<file path="config.mk">
export PLATFORM = sky130hd
export DESIGN_NAME = bin_para_bcd
export DESIGN_NICKNAME = d
export VERILOG_FILES = /design/src/rtl/bin_para_bcd.sv
export SDC_FILE = /design/constraint.sdc
export NUM_CORES = 1
export LEC_CHECK = 0
export ABC_AREA = 1
export CORE_MARGIN = 4
export CORE_UTILIZATION = 55
export DETAILED_ROUTE_END_ITERATION = 10
export PLACE_DENSITY = 0.89
export SYNTH_ARGS = -nofsm -noshare
export SYNTH_HDL_FRONTEND = slang
export SYNTH_SLANG_ARGS = --single-unit
</file>
<file path="constraint.sdc">
create_clock -name clock -period 3.2 [get_ports clock]
set_input_delay 0.48 -clock clock [delete_from_list [all_inputs] [get_ports clock]]
set_output_delay 0.48 -clock clock [all_outputs]
set_load 0.1 [all_outputs]
</file>
<file path="src/rtl/bin_para_bcd.sv">
// Sequential binary-to-BCD converter (shift-and-add-3, one bit per clock) with start/busy/done handshake.
// Optional feature: define BCD_SATURA_EN to show all nines when the value does not fit in NDIG digits.
`timescale 1ns/1ps

module bin_para_bcd #(
    parameter int WIDTH = 14,
    parameter int NDIG  = 4
) (
    input  logic                clock,
    input  logic                reset_n,
    input  logic [WIDTH-1:0]    valor,
    input  logic                start,
    output logic [5*NDIG-1:0]   digitos,
    output logic                busy,
    output logic                done,
    output logic                overflow
);

    localparam int CW = $clog2(WIDTH + 1);
    localparam int unsigned LIMITE = 10**NDIG - 1;

    typedef enum logic {OCIOSO, CONVERTE} estado_t;

    estado_t             estado;
    logic [WIDTH-1:0]    bin;
    logic [4*NDIG-1:0]   bcd;
    logic [CW-1:0]       cnt;
    logic                ovf;

    logic [4*NDIG-1:0]   bcd_adj;
    logic [4*NDIG-1:0]   bcd_next;
    logic [WIDTH-1:0]    bin_next;
    logic                excede;

    // Add 3 to every nibble >= 5 before the shift; the top nibble's carry falls off,
    // which leaves the accumulator holding valor mod 10^NDIG.
    always_comb begin
        bcd_adj = bcd;
        for (int i = 0; i < NDIG; i++) begin
            if (bcd[4*i +: 4] >= 4'd5) begin
                bcd_adj[4*i +: 4] = bcd[4*i +: 4] + 4'd3;
            end
        end
        bcd_next = {bcd_adj[4*NDIG-2:0], bin[WIDTH-1]};
        bin_next = {bin[WIDTH-2:0], 1'b0};
        excede   = 32'(valor) > LIMITE;
    end

    always_ff @(posedge clock or negedge reset_n) begin
        if (!reset_n) begin
            estado   <= OCIOSO;
            bin      <= '0;
            bcd      <= '0;
            cnt      <= '0;
            ovf      <= 1'b0;
            digitos  <= '0;
            busy     <= 1'b0;
            done     <= 1'b0;
            overflow <= 1'b0;
        end else begin
            done <= 1'b0;
            case (estado)
                OCIOSO: begin
                    if (start) begin
                        bin    <= valor;
                        bcd    <= '0;
                        cnt    <= CW'(WIDTH);
                        ovf    <= excede;
                        estado <= CONVERTE;
                        busy   <= 1'b1;
                    end
                end
                CONVERTE: begin
                    bin <= bin_next;
                    bcd <= bcd_next;
                    cnt <= cnt - 1'b1;
                    // Last shift: publish the result in the same edge so outputs never show partial values.
                    if (cnt == CW'(1)) begin
                        estado   <= OCIOSO;
                        busy     <= 1'b0;
                        done     <= 1'b1;
                        overflow <= ovf;
                        for (int i = 0; i < NDIG; i++) begin
`ifdef BCD_SATURA_EN
                            digitos[5*i +: 5] <= ovf ? 5'd9 : {1'b0, bcd_next[4*i +: 4]};
`else
                            digitos[5*i +: 5] <= {1'b0, bcd_next[4*i +: 4]};
`endif
                        end
                    end
                end
                default: estado <= OCIOSO;
            endcase
        end
    end

endmodule

</file>
==> metrics.yaml, run 1 <==
floorplan:
  pin_count: 40
  core_area_um2: 4820
  die_w_um: 79.2
  start_util_pct: 57.8
  die_area_um2: 6270
  rows: 25
  die_h_um: 79.2
clock_network:
  clock_latency_ns: 0.31
  numClockSinks: 55
  cts_resized: 0
  cts.reportedPaths.clkPinSlew_ns: 0.10
  cts_setup_buffers: 0
  cts_inserted_buffers: 5
  cts_tree: "yes"
  cts_hold_buf: 0
  cts-root-buf: "clkbuf_8"
  cts-htree-levels: 2
  clock_path_buffers: 2
synth:
  avgSynthCellArea_um2: 8.76
  synth.most_common_cell: "nand2_1"
  yosys-top-cells-count: "nand2_1, dfrtp_1, inv_1, nand3_1, ha_1"
  syn_inst: 318
  ys_async_sr_fraction_pct: 100
  ys_seq_area_share_pct: 49.4
  synth.distinct_cells: 29
  yosysTopAreaCell: "dfrtp_1"
  synth_area_um2: 2790
  ys_ff_latch: 55
  synth_top_area_share_pct: 49.4
  yosysWarnings: 0
  synthTopCellsByArea: "dfrtp_1, nand2_1, nand3_1"
  ys.flop_type: "dfrtp_1"
  synth_edf_count: 0
placement:
  portBuffers: 35
  hpwlAfterDp_um: 3800
  gp_congestion: 0.900
grt:
  met1_usage_pct: 22.3
  antenna_found_initial: 0
  grtUsageTotal_pct: 18.4
  busiest_layer: "met2"
  grt_pass1_wl_um: 9150
  grt_pass1_vias: 2152
  met2_usage_pct: 31.0
  grt_max_degree: 41
  grtUsageMet3_pct: 4.76
  overflow: 0
setup_path:
  cp_top_family: "buffers and inverters"
  cp_cell_sequence: "clkdlybuf4s50_1"
  reg2reg_slack_ns: 1.76
  crit_path_end: "digitos[11]"
  startpoint: "digitos[11]"
  crit_type: "flip-flop to output pin"
  start_kind: "flip-flop"
  ff2ff_path_depth: 7
  cp_num_buf_inv: 1
  worstPathRequired_ns: 2.72
  r2r-end: "digitos[13]"
  cp_max_fo: 2
  crit_arrival_ns: 1.79
  critPathCaptureType: "output pin"
  cp_slowest_cell: "clkdlybuf4s50_1"
  r2r_start: "cnt[1]"
  path_depth: 1
  max_stage_delay_ns: 1.13
sta:
  finalCritPeriodShare_pct: 71.1
  max_freq_mhz: 440
  final-setup-viol-count: 0
  drv_slew: 0
  rsz0062_at_grt: "no"
  fin_crit_ns: 2.27
  tns_ns: 0
  slew_headroom_pct: 35.6
  fin_worst_skew_ns: 0.0117
  hold_viol: 0
  worst_pin_slew_ns: 0.963
detailed_routing:
  antenna_left: 0
  viasPerCell: 5.19
  drt-wirelength-per-cell_um: 12.6
  vias: 2173
  post-route-drc-count: 0
  wirelength_um: 5270
  drtIter0Drc: 122
  first_pass_iters: 4
outcome:
  run_status: "completed"
cells_and_area:
  diodes: 0
  drive_gt1_share_pct: 15.1
  area_delta_synth_final_pct: 13.6
  nets: 378
run:
  drv_cap: 0
min_path:
  hp-class: "input port to async pin"
sequential cells by signal (all words and copies together), names as in the netlist:
| register | count |
|---|---|
| ovf | 1 |
| bcd | 16 |
| done | 1 |
| cnt | 4 |
| bin | 14 |
| overflow | 1 |
| busy | 1 |
| digitos | 16 |
| estado | 1 |
worst reg2reg max path, stage by stage, from the launching register on:
cell and delay, ns:
dfrtp_1 0.38, inv_1 0.10, ha_1 0.17, nand2_2 0.09, nor2_8 0.24, inv_4 0.17
nand2_1 0.12, o21ai_2 0.05
layer usage:
| metal | wire length (µm) | share of wire (%) | vias up |
|---|---|---|---|
| met3 | 286 | 5.4 | 5 |
| met2 | 2610 | 50 | 57 |
| li1 | - | - | 1086 |
| met5 | 0 | 0 | - |
| met4 | 47 | 0.89 | 0 |
| met1 | 2320 | 44 | 1025 |
kinds of logic (layout without fill, tap and decap cells):
| logic type | after synthesis | in the layout | share of synthesized area, % |
|---|---|---|---|
| simple gates | 164 | 164 | 25.6 |
| flops | 55 | 55 | 49.4 |
| buf+inv | 52 | 83 | 10.0 |
| compound gates | 36 | 36 | 10.4 |
| fa+ha+maj | 10 | 10 | 4.49 |
| other cells | 1 | 4 | 0.135 |
metrics by stage:
stage          area [µm²]  setup WS [ns]  hold WS (ns)  cells  util, %
2_1_floorplan        2800           1.81         0.184    321        -
3_3_place_gp         3070           1.28         0.399    411     63.8
3_5_place_dp         3070           1.27         0.409    411     63.8
4_1_cts              3160          0.923        0.0712    419     65.7
5_1_grt              3160          0.875        0.0803    419     65.7
6_report             3160          0.926        0.0547    419     65.7
area by class of cell:
cell class                      instances  area, µm²
Clock buffer                            5       68.8
Clock inverter                          3       20.0
Fill cell                             416       1650
Inverter                               38        153
Multi-Input combinational cell        214       1140
Sequential cell                        55       1380
Tap cell                               67       83.8
Timing Repair Buffer                   37        320
cell usage in the layout, fill, tap and decap left out:
cell / synthesis / final
buf_4: 5 / 18
inv_8: 1 / 1
nand2_1: 109 / 109
o22ai_2: 3 / 3
nand3b_1: 1 / 1
clkdlybuf4s50_1: 0 / 18
inv_1: 33 / 33
nor2_2: 1 / 1
inv_4: 1 / 1
nor3_1: 1 / 1
a21oi_1: 1 / 1
a22oi_1: 1 / 1
conb_1: 1 / 4
ha_1: 10 / 10
buf_2: 2 / 1
nand3_1: 32 / 32
o21ai_0: 9 / 9
nand2_2: 4 / 4
clkinvlp_4: 0 / 2
o211ai_2: 2 / 2
dfrtp_1: 55 / 55
nor2_1: 8 / 8
o211ai_1: 3 / 3
nand4_1: 6 / 6
o21ai_2: 9 / 9
clkinv_2: 0 / 1
clkbuf_8: 0 / 5
nand2_4: 1 / 1
nor2_8: 1 / 1
o22ai_1: 1 / 1
o221ai_1: 7 / 7
inv_2: 3 / 3
how the worst min path moves through the flow:
stage	startpoint	to	slack [ns]	depth (start not counted)
after CTS	reset_n	digitos[12]	0.07	1
after floorplan	reset_n	bcd[0]	0.18	0
after detailed placement	reset_n	digitos[12]	0.41	1
after global placement	reset_n	digitos[8]	0.40	1
after global routing	reset_n	digitos[12]	0.08	1
final	reset_n	digitos[12]	0.05	1
Power of run 1 is left out: the tool's default activity adds up to more than one toggle a clock period on the data nets, which glitch-free logic cannot reach.
==> run 2, diff against run 1 <==
--- a/config.mk
+++ b/config.mk
@@ -7,9 +7,9 @@
 export LEC_CHECK = 0
 export ABC_AREA = 1
 export CORE_MARGIN = 4
-export CORE_UTILIZATION = 55
+export CORE_UTILIZATION = 49
 export DETAILED_ROUTE_END_ITERATION = 10
-export PLACE_DENSITY = 0.89
+export PLACE_DENSITY = 0.85
 export SYNTH_ARGS = -nofsm -noshare
 export SYNTH_HDL_FRONTEND = slang
 export SYNTH_SLANG_ARGS = --single-unit
==> constraint.sdc (replaced) <==
create_clock -name clock -period 2 [get_ports clock]
set_input_delay 0.3 -clock clock [delete_from_list [all_inputs] [get_ports clock]]
set_output_delay 0.3 -clock clock [all_outputs]
set_load 0.1 [all_outputs]
==> run 2 against run 1 <==
- design area is essentially flat
- critical path depth grew 4
- via count grew 0.51%
- critical path type is now flip-flop to flip-flop
- critical endpoint is now bcd[7]
==> metrics.yaml, run 2 (synthesized netlist as in run 1, its figures left out) <==
grt:
  grt_pass1_vias: 2202  # +2.3%
  grt_pass1_wl_um: 9630  # +5.3%
  antenna_found_initial: 0  # unchanged
  grt_max_degree: 56  # +37%
  grtUsageTotal_pct: 16.7  # -1.7 points
  overflow: 0  # unchanged
sta:
  finalCritPeriodShare_pct: 72.4
  rsz0062_at_grt: "no"
  slew_headroom_pct: 55.7  # +20 points
  fin_worst_skew_ns: 0.0130  # +0.00126 ns
  fin_crit_ns: 1.45
  final-setup-viol-count: 0  # unchanged
  tns_ns: 0  # unchanged
  worst_pin_slew_ns: 0.664  # -0.299 ns
  holdWs_ns: 0.101  # +0.0459 ns
  max_freq_mhz: 690
  drv_slew: 0  # unchanged
  hold_viol: 0  # unchanged
floorplan:
  die_w_um: 83.4  # +5.3%
  start_util_pct: 50.6  # -7.2 points
  pin_count: 40  # unchanged
  rows: 27  # +8.0%
  core_area_um2: 5510  # +14%
  die_area_um2: 6950  # +11%
  die_h_um: 83.4  # +5.3%
run:
  drv_cap: 0  # unchanged
clock_network:
  cts_hold_buf: 0  # unchanged
  cts_setup_buffers: 0  # unchanged
  cts_tree: "yes"
  clock_latency_ns: 0.32  # about the same
  numClockSinks: 55  # unchanged
  cts_inserted_buffers: 5  # unchanged
  clock_path_buffers: 2  # unchanged
  cts_resized: 0  # unchanged
  cts-htree-levels: 2  # unchanged
  cts.reportedPaths.clkPinSlew_ns: 0.10  # about the same
  cts-root-buf: "clkbuf_8"
setup_path:
  max_stage_delay_ns: 0.45  # -0.68 ns
  crit_arrival_ns: 1.64  # -0.15 ns
  cp_slowest_cell: "dfrtp_1"
  critPathCaptureType: "flip-flop"
  start_kind: "flip-flop"
  cp_cell_sequence: "inv_1 -> ha_1 -> nor2_1 -> o21ai_0 -> o22ai_2"
  crit_type: "flip-flop to flip-flop"
  worstPathRequired_ns: 2.19  # -0.53 ns
  cp_max_fo: 5  # +3
detailed_routing:
  antenna_left: 0  # unchanged
  drt-wirelength-per-cell_um: 12.5  # -1.1%
  m1WireLength_um: 2390  # +3.0%
  wl_met3_um: 301  # +5.2%
  top_layer: "met4"
  viasPerCell: 5.15  # -0.68%
  drtIter0Drc: 101  # -17%
  wirelength_um: 5280  # about the same
  post-route-drc-count: 0  # unchanged
  dr_wl_met2_um: 2500  # -4.2%
  first_pass_iters: 4  # unchanged
  vias: 2184  # +0.51%
cells_and_area:
  diodes: 0  # unchanged
  nets: 378  # unchanged
  layout.cells.most_common_list: "nand2_1, dfrtp_1, inv_1"
  area_delta_synth_final_pct: 13.6  # about the same
  drive_gt1_share_pct: 15.9  # +0.85 points
  mostFrequentLayoutCell: "nand2_1"
  reg_top3: "bcd (16), digitos (16), bin (14)"
  fin_cells: 424  # +1.2%
placement:
  gp_congestion: 0.874  # -2.9%
  place_inst: 416  # +1.2%
  portBuffers: 35  # unchanged
  hpwlAfterDp_um: 3870  # +1.9%
min_path:
  hp-class: "input port to async pin"
outcome:
  run_status: "completed"
## run 2: changes by cell type in the layout (fill, tap and decap cells not counted), sizes merged
cell           previous run  this run
buf                      19        22
clkdlybuf4s50            18        15
clkinvlp                  2         0
clkinv                    1         2
inv                      38        39
## run 2: path summary, 6_finish.rpt
check	from	end	slack [ns]	depth (start not counted)
setup / recovery	bcd[4]	bcd[7]	0.55	5
hold / removal	reset_n	digitos[12]	0.10	2
setup reg to reg	bcd[4]	bcd[7]	0.55	5
hold reg to reg	overflow	overflow	0.48	2
max in group asynchronous	reset_n	digitos[7]	1.46	2
min in group clock	overflow	overflow	0.48	2
## run 2: worst max-delay path: cells and delay by family (launching register included)
| family | cells | cell delay, ns |
|---|---|---|
| AOI/OAI and AO/OA | 2 | 0.52 |
| adders and majority gates | 1 | 0.18 |
| buffers and inverters | 1 | 0.12 |
| DFF | 1 | 0.45 |
| and+or+nand+nor | 1 | 0.05 |
## run 2: area by class of cell
type / count / area [µm²]
clock buffers: 5 / 68.8
repair buffers: 37 / 313
well taps: 72 / 90.1
fillers: 528 / 2340
inverters: 38 / 153
flip-flops and latches: 55 / 1380
multi-input cells: 214 / 1140
clock inverters: 3 / 22.5
## run 2: metrics by stage
step                worst slack [ns]  cell area (µm²)  util (%)
finish                         0.551             3160      57.5
CTS                            0.530             3160      57.5
floorplan                      0.767             2800         -
detailed placement             0.376             3070      55.8
global route                   0.450             3160      57.5
global placement               0.418             3070      55.8
## run 2: layer usage
metal | vias to the layer above | track usage [%]
li1 | 1088 | -
met1 | 1030 | 21.1
met2 | 57 | 27.8
met3 | 9 | 4.07
met4 | 0 | 5.65
met5 | - | 0
Power of run 2 is left out for the same reason.
